## config.mk

```make
export PLATFORM = sky130hd
export DESIGN_NAME = param_stack_flat
export DESIGN_NICKNAME = d
export VERILOG_FILES = /design/src/rtl/param_stack_if.sv /design/src/rtl/param_stack.sv /design/src/flat_wrapper.sv
export SDC_FILE = /design/constraint.sdc
export NUM_CORES = 1
export LEC_CHECK = 0
export BUFFER_PORTS_ARGS = -buffer_cell sky130_fd_sc_hd__buf_2
export CAP_MARGIN = 10
export CORE_MARGIN = 2
export CORE_UTILIZATION = 60
export DETAILED_ROUTE_END_ITERATION = 8
export GPL_TIMING_DRIVEN = 0
export PLACE_DENSITY = 0.81
export SKIP_CTS_REPAIR_TIMING = 1
export SLEW_MARGIN = 20
export SYNTH_ARGS = -nofsm -noshare
export SYNTH_HDL_FRONTEND = slang
export SYNTH_SLANG_ARGS = --single-unit
```

## constraint.sdc

```tcl
create_clock -name clk -period 9.3 [get_ports clk]
set_input_delay 2.79 -clock clk [delete_from_list [all_inputs] [get_ports clk]]
set_output_delay 2.79 -clock clk [all_outputs]
set_load 0.02 [all_outputs]
```

## src/rtl/param_stack_if.sv

```systemverilog
// param_stack_if
//   Command/status bundle for param_stack.
//   master : drives op, push_data, clr_err; observes all status.
//   slave  : the stack itself; consumes commands, drives pop_data, pop_valid,
//            top, count, full, empty, overflow, underflow.
//   op encoding: 0=PUSH, 1=POP, 2=NOP, 3=REPLACE.
interface param_stack_if #(
  parameter int WIDTH = 32,
  parameter int DEPTH = 8
);
  localparam int CNT_W = $clog2(DEPTH + 1);

  logic [1:0]       op;
  logic [WIDTH-1:0] push_data;
  logic             clr_err;
  logic [WIDTH-1:0] pop_data;
  logic             pop_valid;
  logic [WIDTH-1:0] top;
  logic [CNT_W-1:0] count;
  logic             full;
  logic             empty;
  logic             overflow;
  logic             underflow;

  modport master (
    output op, push_data, clr_err,
    input  pop_data, pop_valid, top, count, full, empty, overflow, underflow
  );

  modport slave (
    input  op, push_data, clr_err,
    output pop_data, pop_valid, top, count, full, empty, overflow, underflow
  );
endinterface

```

## src/rtl/param_stack.sv

```systemverilog
// param_stack
//   LIFO stack of DEPTH words of WIDTH bits with PUSH, POP, REPLACE and NOP.
//   REPLACE returns the current top on pop_data and overwrites it in the same
//   edge; on an empty stack it behaves as a PUSH without raising an error.
//   Ports:
//     clk  - rising-edge clock
//     rst  - synchronous active-high reset (count, pop_data, pop_valid, flags)
//     bus  - param_stack_if.slave: command inputs and status outputs
//   top/full/empty are combinational from the registered count; pop_data,
//   pop_valid, count and the sticky flags are registered.
module param_stack #(
  parameter int WIDTH = 32,
  parameter int DEPTH = 8
) (
  input  logic        clk,
  input  logic        rst,
  param_stack_if.slave bus
);
  localparam int CNT_W = $clog2(DEPTH + 1);
  localparam int IDX_W = $clog2(DEPTH);

  typedef enum logic [1:0] {
    OP_PUSH    = 2'd0,
    OP_POP     = 2'd1,
    OP_NOP     = 2'd2,
    OP_REPLACE = 2'd3
  } op_t;

  logic [WIDTH-1:0] mem [DEPTH];
  logic [CNT_W-1:0] count_q, count_d;
  logic [WIDTH-1:0] pop_data_q;
  logic             pop_valid_q;
  logic             overflow_q, underflow_q;

  op_t              op_e;
  logic             full_w, empty_w;
  logic [IDX_W-1:0] top_idx;
  logic [IDX_W-1:0] wr_idx;
  logic             wr_en;
  logic             pop_load;
  logic             ovf_set, unf_set;

  assign op_e    = op_t'(bus.op);
  assign full_w  = (count_q == CNT_W'(DEPTH));
  assign empty_w = (count_q == '0);
  // Only meaningful when non-empty; the wrapped value at count 0 is masked on top.
  assign top_idx = IDX_W'(count_q - CNT_W'(1));

  always_comb begin
    wr_en    = 1'b0;
    wr_idx   = IDX_W'(count_q);
    count_d  = count_q;
    pop_load = 1'b0;
    ovf_set  = 1'b0;
    unf_set  = 1'b0;
    unique case (op_e)
      OP_PUSH: begin
        if (!full_w) begin
          wr_en   = 1'b1;
          count_d = count_q + CNT_W'(1);
        end else begin
          ovf_set = 1'b1;
        end
      end
      OP_POP: begin
        if (!empty_w) begin
          pop_load = 1'b1;
          count_d  = count_q - CNT_W'(1);
        end else begin
          unf_set = 1'b1;
        end
      end
      OP_REPLACE: begin
        if (!empty_w) begin
          // Read-old / write-new on the same slot; full is allowed here.
          pop_load = 1'b1;
          wr_en    = 1'b1;
          wr_idx   = top_idx;
        end else begin
          wr_en   = 1'b1;
          count_d = CNT_W'(1);
        end
      end
      default: ;
    endcase
  end

  // Storage is deliberately not reset; top masks it while empty.
  always_ff @(posedge clk) begin
    if (wr_en && !rst) begin
      mem[wr_idx] <= bus.push_data;
    end
  end

  always_ff @(posedge clk) begin
    if (rst) begin
      count_q     <= '0;
      pop_data_q  <= '0;
      pop_valid_q <= 1'b0;
      overflow_q  <= 1'b0;
      underflow_q <= 1'b0;
    end else begin
      count_q     <= count_d;
      pop_valid_q <= pop_load;
      if (pop_load) begin
        pop_data_q <= mem[top_idx];
      end
      // A new error in the same cycle as clr_err wins over the clear.
      overflow_q  <= ovf_set | (overflow_q  & ~bus.clr_err);
      underflow_q <= unf_set | (underflow_q & ~bus.clr_err);
    end
  end

  assign bus.pop_data  = pop_data_q;
  assign bus.pop_valid = pop_valid_q;
  assign bus.count     = count_q;
  assign bus.full      = full_w;
  assign bus.empty     = empty_w;
  assign bus.top       = empty_w ? '0 : mem[top_idx];
  assign bus.overflow  = overflow_q;
  assign bus.underflow = underflow_q;
endmodule

```

## src/flat_wrapper.sv

```systemverilog
// flat-port wrapper written by rule: the top's interface ports become plain ports
module param_stack_flat 
#(
  parameter int WIDTH = 32,
  parameter int DEPTH = 8
)
  (clk, rst, bus_op, bus_push_data, bus_clr_err, bus_pop_data, bus_pop_valid, bus_top, bus_count, bus_full, bus_empty, bus_overflow, bus_underflow);
  param_stack_if #(.WIDTH(WIDTH), .DEPTH(DEPTH)) bus_i ();
  input  logic clk;
  input  logic rst;
  input wire logic [$bits(bus_i.op)-1:0] bus_op;
  input wire logic [$bits(bus_i.push_data)-1:0] bus_push_data;
  input wire logic [$bits(bus_i.clr_err)-1:0] bus_clr_err;
  output wire logic [$bits(bus_i.pop_data)-1:0] bus_pop_data;
  output wire logic [$bits(bus_i.pop_valid)-1:0] bus_pop_valid;
  output wire logic [$bits(bus_i.top)-1:0] bus_top;
  output wire logic [$bits(bus_i.count)-1:0] bus_count;
  output wire logic [$bits(bus_i.full)-1:0] bus_full;
  output wire logic [$bits(bus_i.empty)-1:0] bus_empty;
  output wire logic [$bits(bus_i.overflow)-1:0] bus_overflow;
  output wire logic [$bits(bus_i.underflow)-1:0] bus_underflow;
  assign bus_i.op = bus_op;
  assign bus_i.push_data = bus_push_data;
  assign bus_i.clr_err = bus_clr_err;
  assign bus_pop_data = bus_i.pop_data;
  assign bus_pop_valid = bus_i.pop_valid;
  assign bus_top = bus_i.top;
  assign bus_count = bus_i.count;
  assign bus_full = bus_i.full;
  assign bus_empty = bus_i.empty;
  assign bus_overflow = bus_i.overflow;
  assign bus_underflow = bus_i.underflow;
  param_stack #(.WIDTH(WIDTH), .DEPTH(DEPTH)) u_core (.clk(clk), .rst(rst), .bus(bus_i));
endmodule
```

* Word level (Yosys, flattened, before mapping) *
Memories as Yosys holds them, arrays and structs flattened.
Cells that the tools add are included.

cells by class
  add/sub/neg operators = 2
  multipliers = 0
  div/mod/pow operators = 0
  $lt $le $gt $ge = 0
  equal/unequal tests = 6
  shifts and indexed selects = 0
  muxes and demuxes = 17
  bitwise gates (word level) = 5
  reductions and logical operators = 7

operators by type and width
  cell                                                                      count
  32-bit 2-to-1 mux                                                         1
  4-bit 2-to-1 mux                                                          3
  4-bit case mux with 3 select lines                                        1
  1-bit 2-to-1 mux                                                          9
  3-bit 2-to-1 mux                                                          2
  4-bit by 1-bit adder with 4-bit output (second input constant)            1
  4-bit equality test (second input constant)                               1
  4-bit logical NOT                                                         1
  2-bit inequality test (second input constant)                             2
  4-bit AND reduction                                                       1
  4-bit by 1-bit subtractor with 4-bit output (second input constant)       1
  3-bit nonzero test                                                        1
  1-bit bitwise AND                                                         2
  2-bit by 1-bit equality test with 1-bit output (second input constant)    1
  2-bit equality test (second input constant)                               1
  2-bit logical NOT                                                         1
  2-bit by 1-bit inequality test with 1-bit output (second input constant)  1
  1-bit bitwise OR                                                          2
  1-bit case mux with 2 select lines                                        1
  2-bit OR reduction                                                        1
  1-bit logical AND                                                         1
  1-bit logical NOT                                                         1
  1-bit inverter                                                            1

word-level totals
  register bits = 39
  latch bits = 0
  RAM bits = 256
  bits in read-only memories = 0
  output and inout port bits = 73
  memories kept = 1

memory list
  memory      words  bits a word  read ports  clocked after memory_dff  wr ports  line               text
  u_core.mem  8      32           1           0                         1         param_stack.sv:29  logic [WIDTH-1:0] mem [DEPTH];

* Longest topological paths before layout *
  word-level depth = 6
  mapped depth = 10

* Least setup slack after synthesis *
No wires, ideal clock.

  path kind = input to register
  start = input bus_op[0]
  end = memory u_core.mem[5][0], enable pin
  setup time = 0.470 ns
  arrival time = 6.109 ns
  data required time = 8.830 ns
  slack = 2.721 ns
  stages = 6
  path buffers = 1
  cells stage by stage = ha_1 buf_2 inv_1 o21ai_0 o221ai_1 a211oi_1

between the ends
  cells in the longest elaborated chain, start to end = 5
  elaborated cells on any way between the ends = 7

ends and longest elaborated chain
  element                                                          line                text
  from (decl)                                                      flat_wrapper.sv:11  input wire logic [$bits(bus_i.op)-1:0] bus_op;
  2-bit equality test / 2-bit logical NOT (equally long branches)  param_stack.sv:56   unique case (op_e)
  1-bit case mux with 2 select lines                               param_stack.sv:56
  1-bit logical AND                                                param_stack.sv:90   if (wr_en && !rst) begin
  1-bit 2-to-1 mux                                                 param_stack.sv:90
  1-bit 2-to-1 mux (implied by the code)                           param_stack.sv:91   mem[wr_idx] <= bus.push_data;
  to (decl)                                                        param_stack.sv:29

Several ways; a longest one is shown, not always the timed one.

* Worst setup path after layout *
  start = register u_core.count_q[0] (netlist: u_core.bus.count[0])
  end = output bus_top[22]

between the ends
  cells in the longest elaborated chain, start to end = 3
  elaborated cells on any way between the ends = 4

ends and longest elaborated chain
  element                                      line                text
  from (decl)                                  param_stack.sv:30   logic [CNT_W-1:0] count_q, count_d;
  from (signal assigned)                       param_stack.sv:103  count_q <= count_d;
  4-bit by 1-bit subtractor with 4-bit output  param_stack.sv:47   assign top_idx = IDX_W'(count_q - CNT_W'(1));
  memory read 8 x 32 bit                       --
  32-bit 2-to-1 mux *                          param_stack.sv:119  assign bus.top = empty_w ? '0 : mem[top_idx];
  to (decl)                                    flat_wrapper.sv:16  output wire logic [$bits(bus_i.top)-1:0] bus_top;

Every way passes the cells marked *; elsewhere a longest branch is shown, timed or not.

==> run summary <==
The source of the worst hold timing path is u_core.bus.pop_data[21]. For the worst-skew pair, the clock arrives at the later sink with an insertion delay of 0.54 ns. The floorplan has 50 rows.

The detailed router finished its first iteration with 738 violations. For hold timing, the worst endpoint is u_core.bus.pop_data[21]. The endpoint identified for the worst register-to-register timing path is u_core.mem[0][20]. In this run the register-to-register setup slack is 5.12 ns.

The repair_antennas step left the layout with diodes totalling 0. Along the worst path, the maximum fanout reaches 10. The number of max-capacitance violations reported came out at 0. In this run the mean area of a mapped cell was 17.1 um^2. The tools report the reg-to-reg critical path startpoint as u_core.bus.count[0]. For the initial antenna violation count, the log shows 1.

The hold violation count in the final report is 0. TritonCTS built the clock tree. The logs give 2380 um for the routed wire length on met3 and 20 for the pin count of the biggest net entering global routing. After detailed placement, the design holds a cell count of 1070. Clock-pin slew was measured on the worst setup and hold paths at 0.06 ns. The die boundary height is 143 um, and the fraction of registers with async set/reset is 0%. For this run, design rule violations remaining after detail routing come to 0. The tools report the number of global-route vias before repair as 7204. The finished layout holds 1122 standard cells, fillers aside. Summing internal, switching and leakage power gives 4690 uW. Dividing total power by cell area gives a power density of 342 nW/um^2. The total overflow left after global routing is 0. Cells with a size suffix above 1 make up 32.3% of the layout.

In this run the static leakage power is 0.00494 uW. The synthesized netlist contains 47 unique library cells. The tools report the max-slew violation total from the final report as 0. Synthesis handed over a netlist of 679 instances. The number of cells on the worst reg-to-reg path is 12. The global-route wire length before repair was 40500 um; the number of top-level pins was 110. Dividing the detail-routed via count by the number of cells gives 6.28. For the critical path arrival, the log shows 3.75 ns.

The path category of the worst min-delay check is reg2reg. STA classifies the critical path endpoint as a primary output. Delay contributed by the slowest stage of the critical path: 0.66 ns.

Iteration count of the initial detailed-routing pass: 5. Dividing the final minimum period by the clock period gives 70.3%. At the pin with the least slew margin, the transition time is 0.840 ns. The total number of clock tree sinks came out at 295. From synthesis to final layout, the design area changed by 18.0%. After layout, the minimum clock period comes to 6.54 ns. IR analysis of the VDD net gives a maximum drop of 209 uV. The cell with the most instances on the worst path is buf_2.

At the worst endpoint, the required time is 6.51 ns. The clock arrives with 0.0203 ns of skew. The run finished with clean final reports.

The number of enable-type register cells in the synthesized netlist came out at 256. For the final net count, the log shows 883. The count of final setup violators was 0. Slowest library cell on the worst path: clkbuf_1.

The most used flip-flop cell after synthesis is edfxtp_1. Setup repair after global routing left no endpoint under its margin. The post-synth net total is 722. The routed length on met2 is 13800 um, and the chip width is 143 um. The routed layout has 7044 vias. The tools report the initial cell density of the core as 61.7%. The final-layout worst hold slack is 0.485 ns, and the final RePlAce weighted congestion is 0.847. The CTS root buffer was clkbuf_16.

The total die area was 20500 um^2. The total clock buffers created by CTS was 28. The detailed router put a total of 10000 um of wire on met1. Sequential elements use 72.9% of the synthesized area. The post-detailed-route wirelength per cell is 24.2 um, and the total half-perimeter wirelength after legalization and detailed placement is 17800 um. The worst setup path is of the reg2out kind.

The tools report the residual antenna-violating net count after detailed routing as 0. The tools report the worst slew margin relative to its limit as 43.7%. The critical path goes through buf_2 -> buf_2 -> inv_1 -> ha_1 -> buf_2 -> clkbuf_1 -> mux4_2 -> nand2_1 -> a21oi_1 -> buf_2. The cell area after synthesis is 11600 um^2, and the core outline area is 18800 um^2.

Synthesis inferred 295 register bits. The upper clock frequency limit is 153 MHz, and the total number of H-tree levels is 1. Routed signal wires occupy layers up through met4. The number of stages on the worst hold path came out at 2.

The tools report the total wire length as 27200 um. The overall routing resource usage is 27.1%, and the share of the core filled with cells in the final layout is 72.9%. The yosys synthesis warning count is 0. The maximum count of clock buffers along a single path is 3.

The worst setup path is launched from a flop. Adding up every negative setup slack in the final design gives 0 ns. The count of buffers added on input and output ports is 108.
-- how the worst max path moves through the flow --
stage | to | startpoint
floorplan | u_core.mem[5][0] | bus_op[0]
global placement | u_core.mem[4][9] | bus_op[0]
detailed placement | u_core.mem[0][19] | bus_op[0]
CTS | bus_top[22] | u_core.bus.count[0]
global route | bus_top[10] | u_core.bus.count[0]
finish | bus_top[22] | u_core.bus.count[0]
-- placed cells by master (no fill, tap or decap), types with 2 or more instances in the layout --
| master | n |
|---|---|
| a211oi_4 | 2 |
| a21oi_1 | 36 |
| a22oi_1 | 32 |
| a31oi_1 | 4 |
| buf_2 | 122 |
| buf_4 | 22 |
| buf_6 | 11 |
| bufinv_16 | 4 |
| clkbuf_1 | 20 |
| clkbuf_16 | 29 |
| clkinv_1 | 7 |
| clkinv_2 | 6 |
| dfxtp_1 | 39 |
| edfxtp_1 | 256 |
| ha_1 | 6 |
| inv_1 | 10 |
| mux4_2 | 64 |
| nand2_1 | 130 |
| nand2b_1 | 3 |
| nor2_1 | 3 |
| nor2_4 | 2 |
| nor2b_1 | 4 |
| nor3_1 | 3 |
| nor3_2 | 5 |
| o211a_1 | 2 |
| o21ai_0 | 7 |
| o221ai_1 | 2 |
| o31ai_1 | 2 |
| or2_2 | 2 |
| or4_1 | 2 |
-- state kept, by name, indices dropped and copies added, names as in the netlist --
register / flops
u_core.bus.count: 4
u_core.bus.overflow: 1
u_core.bus.pop_data: 32
u_core.bus.pop_valid: 1
u_core.bus.underflow: 1
u_core.mem: 256
-- Yosys cell counts (2+ instances only) --
cell,n,share of area [%]
o211a_1,2,0.17
clkbuf_1,15,0.48
buf_6,3,0.29
nor2b_1,4,0.22
a31oi_1,4,0.22
o221ai_1,2,0.15
inv_1,10,0.32
ha_1,6,0.65
a22oi_1,32,2.1
buf_4,9,0.58
or2_2,2,0.11
a21oi_1,36,1.6
a211oi_1,2,0.13
nor2_1,5,0.16
o31ai_1,2,0.13
dfxtp_1,39,6.7
nor3_1,7,0.30
nand2b_1,3,0.16
nand2_1,130,4.2
edfxtp_1,256,66
buf_2,14,0.60
mux4_2,64,12
o21ai_0,7,0.30
or4_1,2,0.13
-- worst max-delay path: cells and delay by family, from the launching register on --
kind | cells | cell delay (ns)
adders and majority gates | 1 | 0.30
buffers and inverters | 6 | 1.79
muxes | 1 | 0.38
DFF | 1 | 0.34
AOI/OAI and AO/OA | 1 | 0.30
and+or+nand+nor | 1 | 0.07
-- per-stage QoR --
| step | worst slack, ns | cell area, um^2 |
|---|---|---|
| 3_5_place_dp | 3.40 | 12800 |
| 2_1_floorplan | 2.72 | 11600 |
| 4_1_cts | 2.81 | 13700 |
| 6_report | 2.76 | 13700 |
| 3_3_place_gp | 0.306 | 12500 |
| 5_1_grt | 2.60 | 13700 |
-- layout make-up --
type	instances	area (um^2)
sequential	295	8470
fill	1115	5110
multi-input combinational	332	2950
timing repair buffer	131	776
clock buffer	35	758
tap	260	325
buffer	41	228
clock inverter	17	176
inverter	11	41.3
-- layer usage --
metal,vias to the layer above,global-route usage [%]
li1,2982,-
met1,3482,35.1
met2,481,46.5
met3,99,4.06
met4,0,11.1
met5,-,0
-- where the power goes --
part / internal (uW) / switching, uW
Clock: 685 / 470
Sequential: 1540 / 53.8
Combinational: 696 / 1240
Total: 2920 / 1770
-- kinds of logic after synthesis --
family / share of synthesized area (%)
AOI/OAI and AO/OA: 5.55
buffers and inverters: 2.31
and+or+nand+nor: 6.00
xor gates and xnor gates: 0.151
DFF: 72.9
muxes: 12.5
adders and majority gates: 0.646
(Power assumes the default switching activity.)
